===== src/rtl/inst_prefetch_queue_if.sv =====
// Byte-interface bundle between the prefetch queue, the BIU fetch port and the decoder.
// The slave side is the queue itself; the master side is its environment.
interface inst_prefetch_queue_if #(parameter int DEPTH = 6);
  logic                 iFlush;
  logic [19:0]          iFlushAddr;
  logic                 oFetchReq;
  logic [19:0]          oFetchAddr;
  logic                 iFetchAck;
  logic [15:0]          iFetchData;
  logic [8*DEPTH-1:0]   oWindow;
  logic [2:0]           oCount;
  logic [19:0]          oHeadAddr;
  logic                 iPop;
  logic [2:0]           iPopCnt;

  modport slave (
    input  iFlush, iFlushAddr, iFetchAck, iFetchData, iPop, iPopCnt,
    output oFetchReq, oFetchAddr, oWindow, oCount, oHeadAddr
  );
  modport master (
    output iFlush, iFlushAddr, iFetchAck, iFetchData, iPop, iPopCnt,
    input  oFetchReq, oFetchAddr, oWindow, oCount, oHeadAddr
  );
endinterface


===== src/rtl/inst_prefetch_queue.sv =====
// 8086-style byte prefetch queue: fetches 16-bit words from the BIU and
// presents the oldest bytes to the decoder, retiring them on pop.

// One byte slot of the queue: next value is the byte shifted in from
// position IDX+popEff, overridden by freshly fetched bytes landing here.
module ipqSlot #(
  parameter int DEPTH = 6,
  parameter int IDX   = 0
) (
  input  logic                  iClk,
  input  logic                  iRst_n,
  input  logic                  iFlush,
  input  logic [DEPTH-1:0][7:0] iWin,
  input  logic [2:0]            iPopEff,
  input  logic [2:0]            iBase,
  input  logic                  iXfer,
  input  logic                  iOdd,
  input  logic [15:0]           iData,
  output logic [7:0]            oByte
);
  localparam logic [3:0] POS = 4'(IDX);

  logic [7:0] nxt;

  always_comb begin
    nxt = '0;
    for (int s = 0; s < DEPTH; s++)
      if (4'(s) == POS + {1'b0, iPopEff}) nxt = iWin[s];
    if (iXfer) begin
      if ({1'b0, iBase} == POS)
        nxt = iOdd ? iData[15:8] : iData[7:0];
      else if (!iOdd && ({1'b0, iBase} + 4'd1) == POS)
        nxt = iData[15:8];
    end
  end

  always_ff @(posedge iClk or negedge iRst_n) begin
    if (!iRst_n)     oByte <= '0;
    else if (iFlush) oByte <= '0;
    else             oByte <= nxt;
  end
endmodule

module inst_prefetch_queue #(
  parameter int          DEPTH      = 6,
  parameter logic [19:0] RESET_ADDR = 20'hFFFF0
) (
  input  logic                  iClk,
  input  logic                  iRst_n,
  inst_prefetch_queue_if.slave  pq
);
  logic [DEPTH-1:0][7:0] win;
  logic [2:0]            count, popEff, base, appended, countNext;
  logic [19:0]           head, fetchAddr;
  logic                  req, xfer;

  // Pop is applied first; new bytes land right behind the survivors.
  always_comb begin
    xfer     = req & pq.iFetchAck;
    popEff   = '0;
    if (pq.iPop) popEff = (pq.iPopCnt < count) ? pq.iPopCnt : count;
    base      = count - popEff;
    appended  = xfer ? (fetchAddr[0] ? 3'd1 : 3'd2) : 3'd0;
    countNext = base + appended;
  end

  for (genvar i = 0; i < DEPTH; i++) begin : gSlot
    ipqSlot #(.DEPTH(DEPTH), .IDX(i)) uSlot (
      .iClk    (iClk),
      .iRst_n  (iRst_n),
      .iFlush  (pq.iFlush),
      .iWin    (win),
      .iPopEff (popEff),
      .iBase   (base),
      .iXfer   (xfer),
      .iOdd    (fetchAddr[0]),
      .iData   (pq.iFetchData),
      .oByte   (win[i])
    );
  end

  // Request only with room for a full word and never back-to-back, so at
  // most one fetch is in flight and the queue cannot overflow.
  always_ff @(posedge iClk or negedge iRst_n) begin
    if (!iRst_n) begin
      count     <= '0;
      head      <= RESET_ADDR;
      fetchAddr <= RESET_ADDR;
      req       <= 1'b0;
    end else if (pq.iFlush) begin
      count     <= '0;
      head      <= pq.iFlushAddr;
      fetchAddr <= pq.iFlushAddr;
      req       <= 1'b1;
    end else begin
      count <= countNext;
      head  <= head + {17'd0, popEff};
      if (xfer) fetchAddr <= fetchAddr + (fetchAddr[0] ? 20'd1 : 20'd2);
      req   <= !xfer && (countNext <= 3'(DEPTH - 2));
    end
  end

  assign pq.oWindow    = win;
  assign pq.oCount     = count;
  assign pq.oHeadAddr  = head;
  assign pq.oFetchAddr = fetchAddr;
  assign pq.oFetchReq  = req;
endmodule


===== src/flat_wrapper.sv =====
// flat-port wrapper written by rule: the top's interface ports become plain ports
module inst_prefetch_queue_flat 
#(
  parameter int          DEPTH      = 6,
  parameter logic [19:0] RESET_ADDR = 20'hFFFF0
)
  (iClk, iRst_n, pq_iFlush, pq_iFlushAddr, pq_iFetchAck, pq_iFetchData, pq_iPop, pq_iPopCnt, pq_oFetchReq, pq_oFetchAddr, pq_oWindow, pq_oCount, pq_oHeadAddr);
  inst_prefetch_queue_if #(.DEPTH(DEPTH)) pq_i ();
  input  logic iClk;
  input  logic iRst_n;
  input wire logic [$bits(pq_i.iFlush)-1:0] pq_iFlush;
  input wire logic [$bits(pq_i.iFlushAddr)-1:0] pq_iFlushAddr;
  input wire logic [$bits(pq_i.iFetchAck)-1:0] pq_iFetchAck;
  input wire logic [$bits(pq_i.iFetchData)-1:0] pq_iFetchData;
  input wire logic [$bits(pq_i.iPop)-1:0] pq_iPop;
  input wire logic [$bits(pq_i.iPopCnt)-1:0] pq_iPopCnt;
  output wire logic [$bits(pq_i.oFetchReq)-1:0] pq_oFetchReq;
  output wire logic [$bits(pq_i.oFetchAddr)-1:0] pq_oFetchAddr;
  output wire logic [$bits(pq_i.oWindow)-1:0] pq_oWindow;
  output wire logic [$bits(pq_i.oCount)-1:0] pq_oCount;
  output wire logic [$bits(pq_i.oHeadAddr)-1:0] pq_oHeadAddr;
  assign pq_i.iFlush = pq_iFlush;
  assign pq_i.iFlushAddr = pq_iFlushAddr;
  assign pq_i.iFetchAck = pq_iFetchAck;
  assign pq_i.iFetchData = pq_iFetchData;
  assign pq_i.iPop = pq_iPop;
  assign pq_i.iPopCnt = pq_iPopCnt;
  assign pq_oFetchReq = pq_i.oFetchReq;
  assign pq_oFetchAddr = pq_i.oFetchAddr;
  assign pq_oWindow = pq_i.oWindow;
  assign pq_oCount = pq_i.oCount;
  assign pq_oHeadAddr = pq_i.oHeadAddr;
  inst_prefetch_queue #(.DEPTH(DEPTH), .RESET_ADDR(RESET_ADDR)) u_core (.iClk(iClk), .iRst_n(iRst_n), .pq(pq_i));
endmodule

===== config.mk =====
export PLATFORM = sky130hd
export DESIGN_NAME = inst_prefetch_queue_flat
export DESIGN_NICKNAME = d
export VERILOG_FILES = /design/src/rtl/inst_prefetch_queue_if.sv /design/src/rtl/inst_prefetch_queue.sv /design/src/flat_wrapper.sv
export SDC_FILE = /design/constraint.sdc
export NUM_CORES = 1
export LEC_CHECK = 0
export CAP_MARGIN = 20
export CORE_MARGIN = 3
export CORE_UTILIZATION = 45
export DETAILED_ROUTE_END_ITERATION = 16
export PLACE_DENSITY = 0.73
export REMOVE_ABC_BUFFERS = 1
export SLEW_MARGIN = 40
export SYNTH_ARGS = -nofsm -noshare
export SYNTH_HDL_FRONTEND = slang
export SYNTH_SLANG_ARGS = --single-unit

===== constraint.sdc =====
create_clock -name iClk -period 4.6 [get_ports iClk]
set_input_delay 0.92 -clock iClk [delete_from_list [all_inputs] [get_ports iClk]]
set_output_delay 0.92 -clock iClk [all_outputs]
set_load 0.05 [all_outputs]

==> impl_results.md <==
* Outcome: finished, final reports clean
* Sink Count at 92
* First-pass GRT wire length at 51500 um
* Detail Route Antenna Nets at 0
* Endpoints failing setup at 0
* Clk_skew at 0.00945 ns
* Leak Pwr at 0.00393 uW
* Worst slew pin tran at 0.764 ns
* Area Growth Syn to Fin at 32.9%
* MaxCap Viol Count at 0
* Worst-path clk slew at 0.08 ns
* Vias in the first global route at 8586
* Total die area at 18500 um^2
* RePlAce Congestion at 1.01
* CP startpoint: pq_iPopCnt[2]
* Synth Flop Type: dfrtp_1
* Drt first pass iters at 7
* Fin crit share at 0.954
* Max Buffers Root-to-Sink at 2
* DP HPWL at 24700 um
* IO Pins at 136
* CP Launch Type: input pin
* Initial drt markers at 1494
* Met1 usage at 0.518
* Synth cell types at 76
* Sequential share of the synthesized area at 0.308
* Drt total wl at 34000 um
* Via count at 9037
* F_max at 228 MHz
* Initial antenna violation count at 1
* Core area at 16200 um^2
* Worst Slack Setup Final at 0.213 ns
* DR WL/cell at 25.6 um
* Worst reg-to-reg setup slack at 0.59 ns
* Worst Hold Slack at 0.551 ns
* Global-route met3 utilization at 0.157
* Yosys top cell by area: dfrtp_1
* Most frequent cells in the layout: 133 x clkdlybuf4s50_1, 102 x buf_4, 85 x nand2_1
* Synth Register Bits at 92
* Most common cell after layout, fill and taps aside: clkdlybuf4s50_1
* DR vias/cell at 6.82
* Global route hottest layer: met1
* Die Width at 136 um
* Total power at 6830 uW
* Top-area cell type share of the netlist area at 0.197
* CTS root buf: clkbuf_16
* Mapped Cells at 920
* Critical Path Fanout Max at 9
* Tot GR Track Use at 0.364
* Post-synth EDFFs at 0
* Share of layout cells above drive strength 1 at 0.181
* Hold Violations, Final at 0
* GRT met2 Usage at 0.498
* # port buffers at 135
* H-tree depth at 3
* DIE HEIGHT at 136 um
* R2R cell count at 16
* Final slew viol count at 0
* Most area-consuming cells after synthesis: dfrtp_1 20%, dfstp_2 11%, a21oi_1 4.9%
* CTS tree: built
* Reg-to-reg critical path endpoint: u_core.gSlot[1].uSlot.oByte[2]$_DFF_PN0_
* Min Tclk post-route at 4.39 ns
* CP endpoint: u_core.gSlot[1].uSlot.oByte[2]$_DFF_PN0_
* Slew headroom at 0.487
* DR DRC count at 0
* Post-synth ARST share at 1.00
* Overflow after GRT at 0
* Pre-CTS setup slack at -0.143 ns
* Post-Syn Area at 7610 um^2
* Avg Inst Size Synth at 8.27 um^2
* Net total in the final layout at 1165
* Crit path kind: in2reg
* Worst-Skew Late Latency at 0.36 ns
* Worst EP required at 4.85 ns
* TritonCTS buffer count at 9
* Synthesis Warnings at 0
* Worst EP arrival at 4.64 ns
* N_diodes at 0
* Crit end category: flip-flop
* Peak VDD IR at 370 uV
* Initial core utilization at 0.469
* Pin count of the biggest net entering global routing at 63
* R2r startpoint: u_core.pq.oCount[1]$_DFF_PN0_
* Hold crit path type: in2async
* FP Rows at 46
* Pwr Density at 676 nW/um^2
-- cells in the mapped netlist, drive strengths merged, types with 13 or more instances --
cell / instances
a211oi: 13
a21oi: 75
a221oi: 19
a22o: 20
a22oi: 29
clkbuf: 55
dfrtp: 60
dfstp: 32
ha: 13
inv: 24
mux2: 25
mux2i: 14
nand2: 86
nand3: 24
nor2: 81
nor3: 16
o21ai: 53
o221ai: 25
o22ai: 28
xnor2: 20
xor2: 16
-- stage by stage --
stage	instances	cell area, um^2	utilization	TNS [ns]
floorplan	855	7340	-	-9.12
global placement	1309	9760	0.602	-0.116
detailed placement	1309	9760	0.602	-1.80
CTS	1325	10100	0.620	0
global route	1326	10100	0.623	-0.0147
finish	1326	10100	0.623	0
-- worst min path at each step --
stage / from / cells after the start / end
after floorplan: iRst_n / 0 / u_core.gSlot[0].uSlot.oByte[0]$_DFF_PN0_
after global placement: u_core.pq.oHeadAddr[19]$_DFF_PN1_ / 2 / u_core.pq.oHeadAddr[19]$_DFF_PN1_
after detailed placement: u_core.pq.oHeadAddr[19]$_DFF_PN1_ / 2 / u_core.pq.oHeadAddr[19]$_DFF_PN1_
after CTS: u_core.pq.oHeadAddr[19]$_DFF_PN1_ / 2 / u_core.pq.oHeadAddr[19]$_DFF_PN1_
after global routing: iRst_n / 1 / u_core.gSlot[4].uSlot.oByte[3]$_DFF_PN0_
final: iRst_n / 1 / u_core.gSlot[1].uSlot.oByte[2]$_DFF_PN0_
-- flip-flops by register name (all words and copies together), names as in the netlist --
signal                    flops
u_core.gSlot.uSlot.oByte     48
u_core.pq.oCount              3
u_core.pq.oFetchAddr         20
u_core.pq.oFetchReq           1
u_core.pq.oHeadAddr          20
-- critical path, stage by stage --
cell	delay, ns
clkdlybuf4s50_1	0.43
ha_1	0.31
and2_1	0.22
a21oi_2	0.19
mux2_2	0.40
fa_1	0.49
o21ai_0	0.14
inv_1	0.12
ha_1	0.33
nand2_1	0.09
nor4_2	0.15
buf_4	0.18
buf_4	0.17
o21ai_0	0.17
o21ai_0	0.26
nor2_1	0.06
-- timing repair --
item | 4_1_cts | 5_1_grt
hold buffers | 0 | 0
resized for setup | 0 | 6
endpoints found under the hold margin | 0 | 0
buffers inserted | 0 | 1
setup endpoints to repair | 0 | 7
-- power by group --
group	leakage (uW)	internal [uW]	total (uW)	switching, uW
Clock	0.000148	388	782	395
Sequential	0.00113	1040	1530	491
Combinational	0.00265	1730	4520	2800
Total	0.00393	3150	6830	3680
-- cell type report --
cell class | instances | area (um^2)
fill | 1446 | 6130
clock inverter | 7 | 78.8
inverter | 26 | 97.6
timing repair buffer | 239 | 2150
multi-input combinational | 737 | 4940
sequential | 92 | 2340
tap | 216 | 270
clock buffer | 9 | 225
-- cells by family (layout without fill, tap and decap cells) --
| group | count (synthesis) | in the layout | share of synthesized area |
|---|---|---|---|
| flip-flops | 92 | 92 | 0.308 |
| AND/OR/NAND/NOR | 281 | 281 | 0.174 |
| adder cells (fa/ha/maj) | 16 | 16 | 0.0293 |
| XOR/XNOR | 36 | 36 | 0.0415 |
| multiplexers | 39 | 39 | 0.0554 |
| buffers and inverters | 91 | 281 | 0.0477 |
| AO/OA/AOI/OAI | 365 | 365 | 0.344 |
-- metal layers --
metal  routed length (um)  part of all wire
met3                 5230              0.15
met5                   11           0.00032
met4                 1090             0.032
met2                13700              0.40
met1                13900              0.41
(Power assumes the default switching activity.)
